### src/rtl/mm7681_pkg.sv
// Shared constants and the centred-residue helper for the mod-7681 multiplier datapath.
// Results are kept in the balanced range [-QHALF, QHALF].
package mm7681_pkg;
   localparam int Q       = 7681;
   localparam int W       = 13;
   localparam int MUL_LAT = 4;
   localparam int QHALF   = 3840;

   localparam logic signed [W+1:0] Q_X     = 15'sd7681;
   localparam logic signed [W+1:0] QHALF_X = 15'sd3840;

   // Maps a remainder in (-Q, Q) onto the balanced range [-QHALF, QHALF].
   function automatic logic signed [W-1:0] mm_center(input logic signed [W:0] r);
      logic signed [W+1:0] t;
      t = {r[W], r};
      if (t > QHALF_X) begin
         t = t - Q_X;
      end else if (t < -QHALF_X) begin
         t = t + Q_X;
      end
      return t[W-1:0];
   endfunction
endpackage

### src/rtl/mm7681_rsp_fifo.sv
// Show-ahead synchronous result FIFO with an occupancy count.
// Push and pop in the same cycle are both honoured at any occupancy.
module mm7681_rsp_fifo #(
   parameter int DW    = 19,
   parameter int DEPTH = 8
) (
   input  logic                     clk,
   input  logic                     rst_n,
   input  logic                     push_i,
   input  logic [DW-1:0]            push_data_i,
   input  logic                     pop_i,
   output logic [DW-1:0]            pop_data_o,
   output logic                     empty_o,
   output logic [$clog2(DEPTH):0]   count_o
);
   localparam int PW = $clog2(DEPTH);

   logic [DW-1:0] mem_q [DEPTH];
   logic [PW-1:0] wr_ptr_q, rd_ptr_q;
   logic [PW:0]   cnt_q, cnt_d;
   logic          do_pop;

   assign empty_o    = (cnt_q == '0);
   assign do_pop     = pop_i & ~empty_o;
   assign pop_data_o = mem_q[rd_ptr_q];
   assign count_o    = cnt_q;

   always_comb begin
      cnt_d = cnt_q;
      case ({push_i, do_pop})
         2'b10:   cnt_d = cnt_q + 1'b1;
         2'b01:   cnt_d = cnt_q - 1'b1;
         default: cnt_d = cnt_q;
      endcase
   end

   always_ff @(posedge clk or negedge rst_n) begin
      if (!rst_n) begin
         wr_ptr_q <= '0;
         rd_ptr_q <= '0;
         cnt_q    <= '0;
      end else begin
         if (push_i) wr_ptr_q <= wr_ptr_q + 1'b1;
         if (do_pop) rd_ptr_q <= rd_ptr_q + 1'b1;
         cnt_q <= cnt_d;
      end
   end

   always_ff @(posedge clk) begin
      if (push_i) mem_q[wr_ptr_q] <= push_data_i;
   end
endmodule

### src/rtl/modmul7681s.sv
// Four-stage, non-stallable signed multiplier modulo 7681 with a balanced result.
// Carries no reset: the arbiter masks stale data with its own valid pipe.
module modmul7681s
   import mm7681_pkg::*;
(
   input  logic                clk,
   input  logic signed [W-1:0] inA,
   input  logic signed [W-1:0] inB,
   output logic signed [W-1:0] outC
);
   localparam logic signed [2*W-1:0] QP = 26'sd7681;

   logic signed [W-1:0]   a_q, b_q;
   logic signed [2*W-1:0] p_q;
   logic signed [2*W-1:0] rem;
   logic signed [W:0]     r_q;
   logic signed [W-1:0]   c_q;

   // Truncating remainder keeps the dividend's sign, so rem lies in (-Q, Q).
   always_comb rem = p_q % QP;

   always_ff @(posedge clk) begin
      a_q <= inA;
      b_q <= inB;
      p_q <= 26'(a_q) * 26'(b_q);
      r_q <= rem[W:0];
      c_q <= mm_center(r_q);
   end

   assign outC = c_q;
endmodule

### src/rtl/modmul7681_arb.sv
// Round-robin arbiter sharing one modmul7681s among NREQ requesters, with an
// id/tag sideband pipe and a credit-protected result FIFO.
module modmul7681_arb
   import mm7681_pkg::*;
#(
   parameter int NREQ       = 4,
   parameter int TAGW       = 4,
   parameter int FIFO_DEPTH = 8,
   localparam int IDW       = $clog2(NREQ)
) (
   input  logic                   clk,
   input  logic                   rst_n,
   input  logic [NREQ-1:0]        req_valid,
   output logic [NREQ-1:0]        req_ready,
   input  logic [NREQ*W-1:0]      req_a,
   input  logic [NREQ*W-1:0]      req_b,
   input  logic [NREQ*TAGW-1:0]   req_tag,
   output logic                   rsp_valid,
   input  logic                   rsp_ready,
   output logic signed [W-1:0]    rsp_c,
   output logic [IDW-1:0]         rsp_id,
   output logic [TAGW-1:0]        rsp_tag,
   output logic                   busy
);
   localparam int DW   = W + IDW + TAGW;
   localparam int CNTW = $clog2(MUL_LAT + 1);

   logic [IDW-1:0]        rr_ptr_q, rr_ptr_d;
   logic [IDW-1:0]        sel_q, sel_d;
   logic [IDW-1:0]        gnt_idx;
   logic                  gnt_found, issue_ok, hs;
   logic [TAGW-1:0]       issue_tag;
   logic [CNTW-1:0]       inflight;
   logic [$clog2(FIFO_DEPTH):0] fifo_count;
   logic                  fifo_empty;
   logic [DW-1:0]         fifo_rdata;
   logic signed [W-1:0]   mul_a, mul_b, mul_c;

   logic                  sb_v_q   [MUL_LAT];
   logic [IDW-1:0]        sb_id_q  [MUL_LAT];
   logic [TAGW-1:0]       sb_tag_q [MUL_LAT];

   always_comb begin
      gnt_found = 1'b0;
      gnt_idx   = '0;
      for (int k = 0; k < NREQ; k++) begin
         int j;
         j = int'(rr_ptr_q) + k;
         if (j >= NREQ) j = j - NREQ;
         if (!gnt_found && req_valid[j]) begin
            gnt_found = 1'b1;
            gnt_idx   = IDW'(j);
         end
      end
   end

   always_comb begin
      inflight = '0;
      for (int s = 0; s < MUL_LAT; s++) inflight = inflight + CNTW'(sb_v_q[s]);
   end

   // Both terms are registered, so a pop in this cycle frees credit only next cycle.
   assign issue_ok  = (int'(fifo_count) + int'(inflight)) < FIFO_DEPTH;
   assign hs        = gnt_found & issue_ok;
   assign req_ready = hs ? (NREQ'(1) << gnt_idx) : '0;

   always_comb begin
      rr_ptr_d = rr_ptr_q;
      sel_d    = sel_q;
      if (hs) begin
         rr_ptr_d = (int'(gnt_idx) == NREQ - 1) ? '0 : gnt_idx + 1'b1;
         sel_d    = gnt_idx;
      end
   end

   // Operand mux follows the grant on a handshake and otherwise parks on the last issuer.
   assign mul_a     = req_a[int'(sel_d)*W +: W];
   assign mul_b     = req_b[int'(sel_d)*W +: W];
   assign issue_tag = req_tag[int'(gnt_idx)*TAGW +: TAGW];

   always_ff @(posedge clk or negedge rst_n) begin
      if (!rst_n) begin
         rr_ptr_q <= '0;
         sel_q    <= '0;
         for (int s = 0; s < MUL_LAT; s++) begin
            sb_v_q[s]   <= 1'b0;
            sb_id_q[s]  <= '0;
            sb_tag_q[s] <= '0;
         end
      end else begin
         rr_ptr_q    <= rr_ptr_d;
         sel_q       <= sel_d;
         sb_v_q[0]   <= hs;
         sb_id_q[0]  <= gnt_idx;
         sb_tag_q[0] <= issue_tag;
         for (int s = 1; s < MUL_LAT; s++) begin
            sb_v_q[s]   <= sb_v_q[s-1];
            sb_id_q[s]  <= sb_id_q[s-1];
            sb_tag_q[s] <= sb_tag_q[s-1];
         end
      end
   end

   modmul7681s u_mul (
      .clk  (clk),
      .inA  (mul_a),
      .inB  (mul_b),
      .outC (mul_c)
   );

   mm7681_rsp_fifo #(.DW(DW), .DEPTH(FIFO_DEPTH)) u_fifo (
      .clk         (clk),
      .rst_n       (rst_n),
      .push_i      (sb_v_q[MUL_LAT-1]),
      .push_data_i ({mul_c, sb_id_q[MUL_LAT-1], sb_tag_q[MUL_LAT-1]}),
      .pop_i       (rsp_ready),
      .pop_data_o  (fifo_rdata),
      .empty_o     (fifo_empty),
      .count_o     (fifo_count)
   );

   assign rsp_valid = ~fifo_empty;
   assign rsp_c     = fifo_rdata[DW-1 -: W];
   assign rsp_id    = fifo_rdata[TAGW +: IDW];
   assign rsp_tag   = fifo_rdata[TAGW-1:0];
   assign busy      = (inflight != '0) | ~fifo_empty;
endmodule

### config.mk
export PLATFORM = sky130hd
export DESIGN_NAME = modmul7681_arb
export DESIGN_NICKNAME = d
export VERILOG_FILES = /design/src/rtl/mm7681_pkg.sv /design/src/rtl/mm7681_rsp_fifo.sv /design/src/rtl/modmul7681s.sv /design/src/rtl/modmul7681_arb.sv
export SDC_FILE = /design/constraint.sdc
export NUM_CORES = 1
export LEC_CHECK = 0
export BUFFER_PORTS_ARGS = -buffer_cell sky130_fd_sc_hd__buf_2
export CORE_MARGIN = 2
export CORE_UTILIZATION = 43
export DETAILED_ROUTE_END_ITERATION = 12
export SLEW_MARGIN = 20
export SYNTH_ARGS = -nofsm -noshare
export SYNTH_HDL_FRONTEND = slang
export SYNTH_HIERARCHICAL = 1
export SYNTH_SLANG_ARGS = --single-unit
### constraint.sdc
create_clock -name clk -period 18.24 [get_ports clk]
set_clock_uncertainty 0.2 [all_clocks]
set_input_delay 1.824 -clock clk [delete_from_list [all_inputs] [get_ports clk]]
set_output_delay 1.824 -clock clk [all_outputs]
set_load 0.01 [all_outputs]
## After elaboration in Yosys (flattened, before gate mapping)

Memories as Yosys holds them, arrays and structs flattened.
Cells that the tools add are included.

- Divide/modulo/power cells: 1
- $add $sub $neg: 18
- Bitwise operators: 4
- Shifts and indexed selects: 4
- Multiplexer cells: 32
- $lt $le $gt $ge: 11
- Reduce and logical (&&, ||, !) cells: 9
- $mul: 2
- Equal/unequal tests: 3

Operator list:

| kind | count |
|---|---|
| $lt 32x4->1 const B | 4 |
| $mux 32 | 4 |
| $shiftx 52x32->13 | 1 |
| $shiftx 52x7->13 | 1 |
| $mod 26x14->26 const B | 1 |
| $mul 13x13->26 | 1 |
| $mux 13 | 2 |
| $shiftx 16x5->4 | 1 |
| $gt 14x13->1 const B | 1 |
| $lt 14x13->1 const B | 1 |
| $mux 1 | 14 |
| $add 13x10->13 const B | 1 |
| $sub 13x10->13 const B | 1 |
| $mux 2 | 6 |
| $sub 3x3->4 const B | 3 |
| $ge 3x3->1 const B | 3 |
| $bmux 1 s2 | 4 |
| $pmux 4 s2 | 1 |
| $add 2x2->3 const B | 2 |
| $add 3x1->3 const B | 2 |
| $mul 2x4->6 const B | 1 |
| $add 4x3->5 | 1 |
| $lt 5x4->1 const B | 1 |
| $add 4x1->4 const B | 1 |
| other kinds (20) | 26 |

- ROM bits: 0
- Bits in latches: 0
- Memory bits (writable): 152
- Memories: 1
- Flip-flop bits (word level): 121

Memory list:

| name | words | width | rd ports | clocked after memory_dff | write ports | line | source |
|---|---|---|---|---|---|---|---|
| u_fifo.mem_q | 8 | 19 | 1 | 0 | 1 | mm7681_rsp_fifo.sv:18 | `logic [DW-1:0] mem_q [DEPTH];` |

## Logic depth before layout (Yosys ltp)

- Word-level depth: 19
- Gate-level depth with buffers: 62
- Depth with buffers taken out: 53

## Cells and area by module

The synthesis kept the hierarchy.

Modules (own cells, without submodules):

| module | area each (um^2) | cells an instance | instances |
|---|---|---|---|
| modmul7681s | 16271.9 | 1959 | 1 |
| mm7681_rsp_fifo | 6396.1 | 285 | 1 |
| modmul7681_arb | 2058.2 | 241 | 1 |

## Least setup slack after synthesis

Ideal clock, no wire load.

- Path type: register -> register
- From: register u_mul.p_q[7]
- To: register u_mul.r_q[12]
- Buffers on the path: 5
- Clock period less this slack: 14.356 ns
- Cell stages (with the launch flop): 57
- Arrival: 14.033 ns
- Slack: 3.884 ns
- Cell sequence: dfxtp_1 buf_2 or4_4 or4_4 buf_6 o311a_4 nor4_4 nand4_2 o211ai_1 a2111o_1 nand4_1 nor3_1 nand2_1 a2111oi_2 o31ai_4 or3_1 buf_6 o211ai_2 [... 21 more ...] inv_1 ha_1 nand3_1 nor4_4 nor2_2 nor2_1 xnor2_1 ha_1 o21ai_2 or4b_1 o21ai_4 and2_1 buf_2 mux2_2 ha_1 nand3_1 o31ai_1 xnor2_1

- Word-level cells in the longest chain between the ends: 1

Ends and longest elaborated chain:

| item | line | source |
|---|---|---|
| from (decl) | modmul7681s.sv:14 | `logic signed [2*W-1:0] p_q;` |
| from (signal assigned) | modmul7681s.sv:25 | `p_q <= 26'(a_q) * 26'(b_q);` |
| $mod 26x14->26 | modmul7681s.sv:20 | `always_comb rem = p_q % QP;` |
| net u_mul.rem[12] | modmul7681s.sv:15 | `logic signed [2*W-1:0] rem;` |
| to (signal assigned) | modmul7681s.sv:26 | `r_q <= rem[W:0];` |
| to (decl) | modmul7681s.sv:16 | `logic signed [W:0] r_q;` |

The timed path passes the listed nets, and every way through them passes these cells.
A chain may end at the register's enable or synchronous reset.

## Worst setup path in the final report

- From: register u_mul.p_q[0]
- To: register u_mul.r_q[12]

Same word-level chain as after synthesis.

==> impl_metrics.py <==
metrics = {
    "outcome": {
        "status": "finished clean",
    },
    "cts": {
        "cts_max_level": 1,
        "clk_pin_slew_ns": 0.06,
        "clock_sinks": 273,
        "cts-root-buf": "clkbuf_16",
        "cts_tree": "yes",
        "postCtsHoldBufs": 0,
        "numCtsBuffers": 28,
        "clock_latency_ns": 0.58,
        "clockBufferDepth": 3,
    },
    "flow_run": {
        "maxCapViolations": 0,
    },
    "timing": {
        "holdWs_ns": 0.147,
        "fmax_mhz": 58.8,
        "min_period_ns": 17.00,
        "min_period_over_period": 0.932,
        "setup_tns_ns": 0,
        "tightest_slew_ns": 0.977,
        "slew_viol_final": 0,
        "layout_setup_ws_ns": 1.24,
        "setup_viol": 0,
        "hold_viol_final": 0,
        "relSlewSlack": 0.345,
    },
    "setup_path": {
        "path_class": "reg -> reg",
        "start_kind": "register",
        "crit_path_end_kind": "register",
        "r2r_slack_ns": 1.24,
        "r2r_start": "u_mul/p_q[0]",
        "cp_slowest_stage_delay_ns": 0.73,
        "required_ns": 18.49,
        "crit_arrival_ns": 17.25,
        "cpMaxStageDelayCell": "or4_1",
        "crit_fanout": 12,
        "critPathLaunch": "u_mul/p_q[0]",
    },
    "floorplan": {
        "start_util": 0.437,
        "fp-row-count": 87,
        "die_h_microns": 244,
        "design.die.area_sq_um": 59400,
        "chipWidth_microns": 244,
        "core-area_sq_um": 56600,
        "ios": 152,
    },
    "synthesis": {
        "ys.flop_type": "edfxtp_1",
        "yosysSeqAreaShare": 0.291,
        "syn_avg_cell_area_sq_um": 9.95,
        "async_flop_share": 0.154,
        "syn_area_sq_um": 24700,
        "yosys_warnings": 6,
        "ys_types": 137,
        "synth_fp_nets": 2866,
        "netlist.area_leader.share": 0.185,
        "netlist_instances": 2485,
        "synth-edff-count": 152,
        "synth_top_area_cell": "edfxtp_1",
        "synth.area.top_cells": "edfxtp_1 (18%), fa_1 (13%), dfxtp_1 (6.4%), ha_1 (4.6%), nand2_1 (4.5%)",
        "yosys_register_bits": 273,
    },
    "global_routing": {
        "grt_overflow_total": 0,
        "grt.total_usage": 0.213,
        "grt_pass1_wl_microns": 104000,
        "antenna_found_initial": 0,
        "grt_pass1_vias": 19700,
        "grt_start_max_net_pins": 54,
    },
    "placement": {
        "place_ws_ns": 0.561,
        "portBuffers": 151,
        "hpwl_microns": 49100,
        "dp.cells": 3311,
        "place_congestion": 0.924,
    },
    "routing": {
        "vias_per_cell": 5.84,
        "drcViolationCount": 0,
        "vias": 19700,
        "antenna_left": 0,
        "drt_iter0_markers": 1428,
        "wl_microns": 64100,
        "wire_per_inst_microns": 19.0,
        "first_pass_iters": 5,
    },
    "layout": {
        "final_layout_size_suffix_gt1_frac": 0.170,
        "final_cell_count_no_fill": 3371,
        "area.growth.synth_to_final_pct": 9.92,
        "final_nets": 2974,
        "antennaDiodeCount": 0,
    },
    "min_path": {
        "min_from": "sb_id_q[4]",
        "hold_path.class": "reg -> reg",
    },
}
## Yosys cell counts, drive strengths merged (22+ instances only)
library cell and number:
o31ai 26, mux2i 31, nor3 66, nand4 33, nor4 37, a31oi 26, dfrtp 42, mux4 38
a32oi 29, edfxtp 152, or3 28, fa 164, dfxtp 79, buf 50, nor2 119, nand3 61
a211oi 30, inv 190, nand2b 31, and2 88, o21ai 79, o211ai 22, nand2 296, a21oi 122
mux2 28, ha 90, xor2 50, clkbuf 49, xnor2 102
## per-stage QoR
step | utilization | area [sq um]
after floorplan | - | 24700
after global placement | 0.460 | 26100
after detailed placement | 0.460 | 26100
after CTS | 0.477 | 27000
after global routing | 0.480 | 27200
final | 0.480 | 27200
## layout by cell type, fill, tap and decap left out, types with 57 or more instances in the layout
master    instances
nor3_1           57
buf_2           150
inv_1           189
dfxtp_1          79
nand2_1         294
nand3_1          57
fa_1            164
and2_1           87
nor2_1          107
xnor2_1         100
edfxtp_1        152
ha_1             90
a21oi_1         112
## routing by layer
layer / wire length (microns) / global-route usage / part of all wire / up-vias
met2: 31400 / 0.362 / 0.49 / 569
met5: 0 / 0 / 0 / -
met4: 1330 / 0.0479 / 0.021 / 0
met1: 28600 / 0.293 / 0.45 / 9712
met3: 2800 / 0.0238 / 0.044 / 99
li1: - / - / - / 9292
## state kept, by name, indices dropped and copies added (netlist names)
register / count
u_fifo/rd_ptr_q: 3
sb_tag_q: 16
sel_q: 2
sb_v_q: 4
u_mul/outC: 13
rr_ptr_q: 2
u_fifo/count_o: 4
sb_id_q: 8
u_mul/p_q: 26
u_mul/a_q: 13
u_fifo/mem_q: 152
u_mul/r_q: 14
u_fifo/wr_ptr_q: 3
u_mul/b_q: 13
## final cells by class
| cell class | instances | area (sq um) |
|---|---|---|
| clock buffer | 40 | 816 |
| clock inverter | 12 | 149 |
| fill | 5274 | 29400 |
| inverter | 191 | 722 |
| multi-input combinational | 1922 | 16400 |
| sequential | 273 | 7200 |
| tap | 756 | 946 |
| timing repair buffer | 177 | 953 |
## path summary, 6_finish.rpt
path / end / depth (start not counted)
max in group asynchronous: u_fifo/rd_ptr_q[0] / 1
max reg2reg: u_mul/r_q[12] / 51
min reg2reg: sb_id_q[2] / 0
max: u_mul/r_q[12] / 51
min in group asynchronous: sb_tag_q[14] / 1
min: sb_id_q[2] / 0
## logic make-up (layout without fill, tap and decap cells)
| family | count (synthesis) | after routing | synth area share |
|---|---|---|---|
| AND/OR/NAND/NOR | 861 | 861 | 0.184 |
| buffers and inverters | 290 | 420 | 0.0507 |
| flip-flops | 273 | 273 | 0.291 |
| AO/OA/AOI/OAI | 555 | 555 | 0.177 |
| adder cells (fa/ha/maj) | 257 | 257 | 0.180 |
| multiplexers | 97 | 97 | 0.0625 |
| XOR/XNOR | 152 | 152 | 0.0548 |
## repair_timing
action	CTS	global route
endpoints found under the hold margin	0	0
setup buffers	0	8
endpoints found under the setup margin	0	13
resized for setup	0	16
## worst max-delay path, delay by kind of cell (launching register included)
| family | cells | cell delay (ns) |
|---|---|---|
| AOI/OAI and AO/OA | 17 | 4.83 |
| muxes | 3 | 1.11 |
| adders and majority gates | 3 | 0.78 |
| and+or+nand+nor | 24 | 8.66 |
| xor gates and xnor gates | 2 | 0.51 |
| buffers and inverters | 2 | 0.40 |
| DFF | 1 | 0.35 |
Power is not shown: default switching activity piles up to over one toggle a cycle in this logic, so the estimate is an artifact.
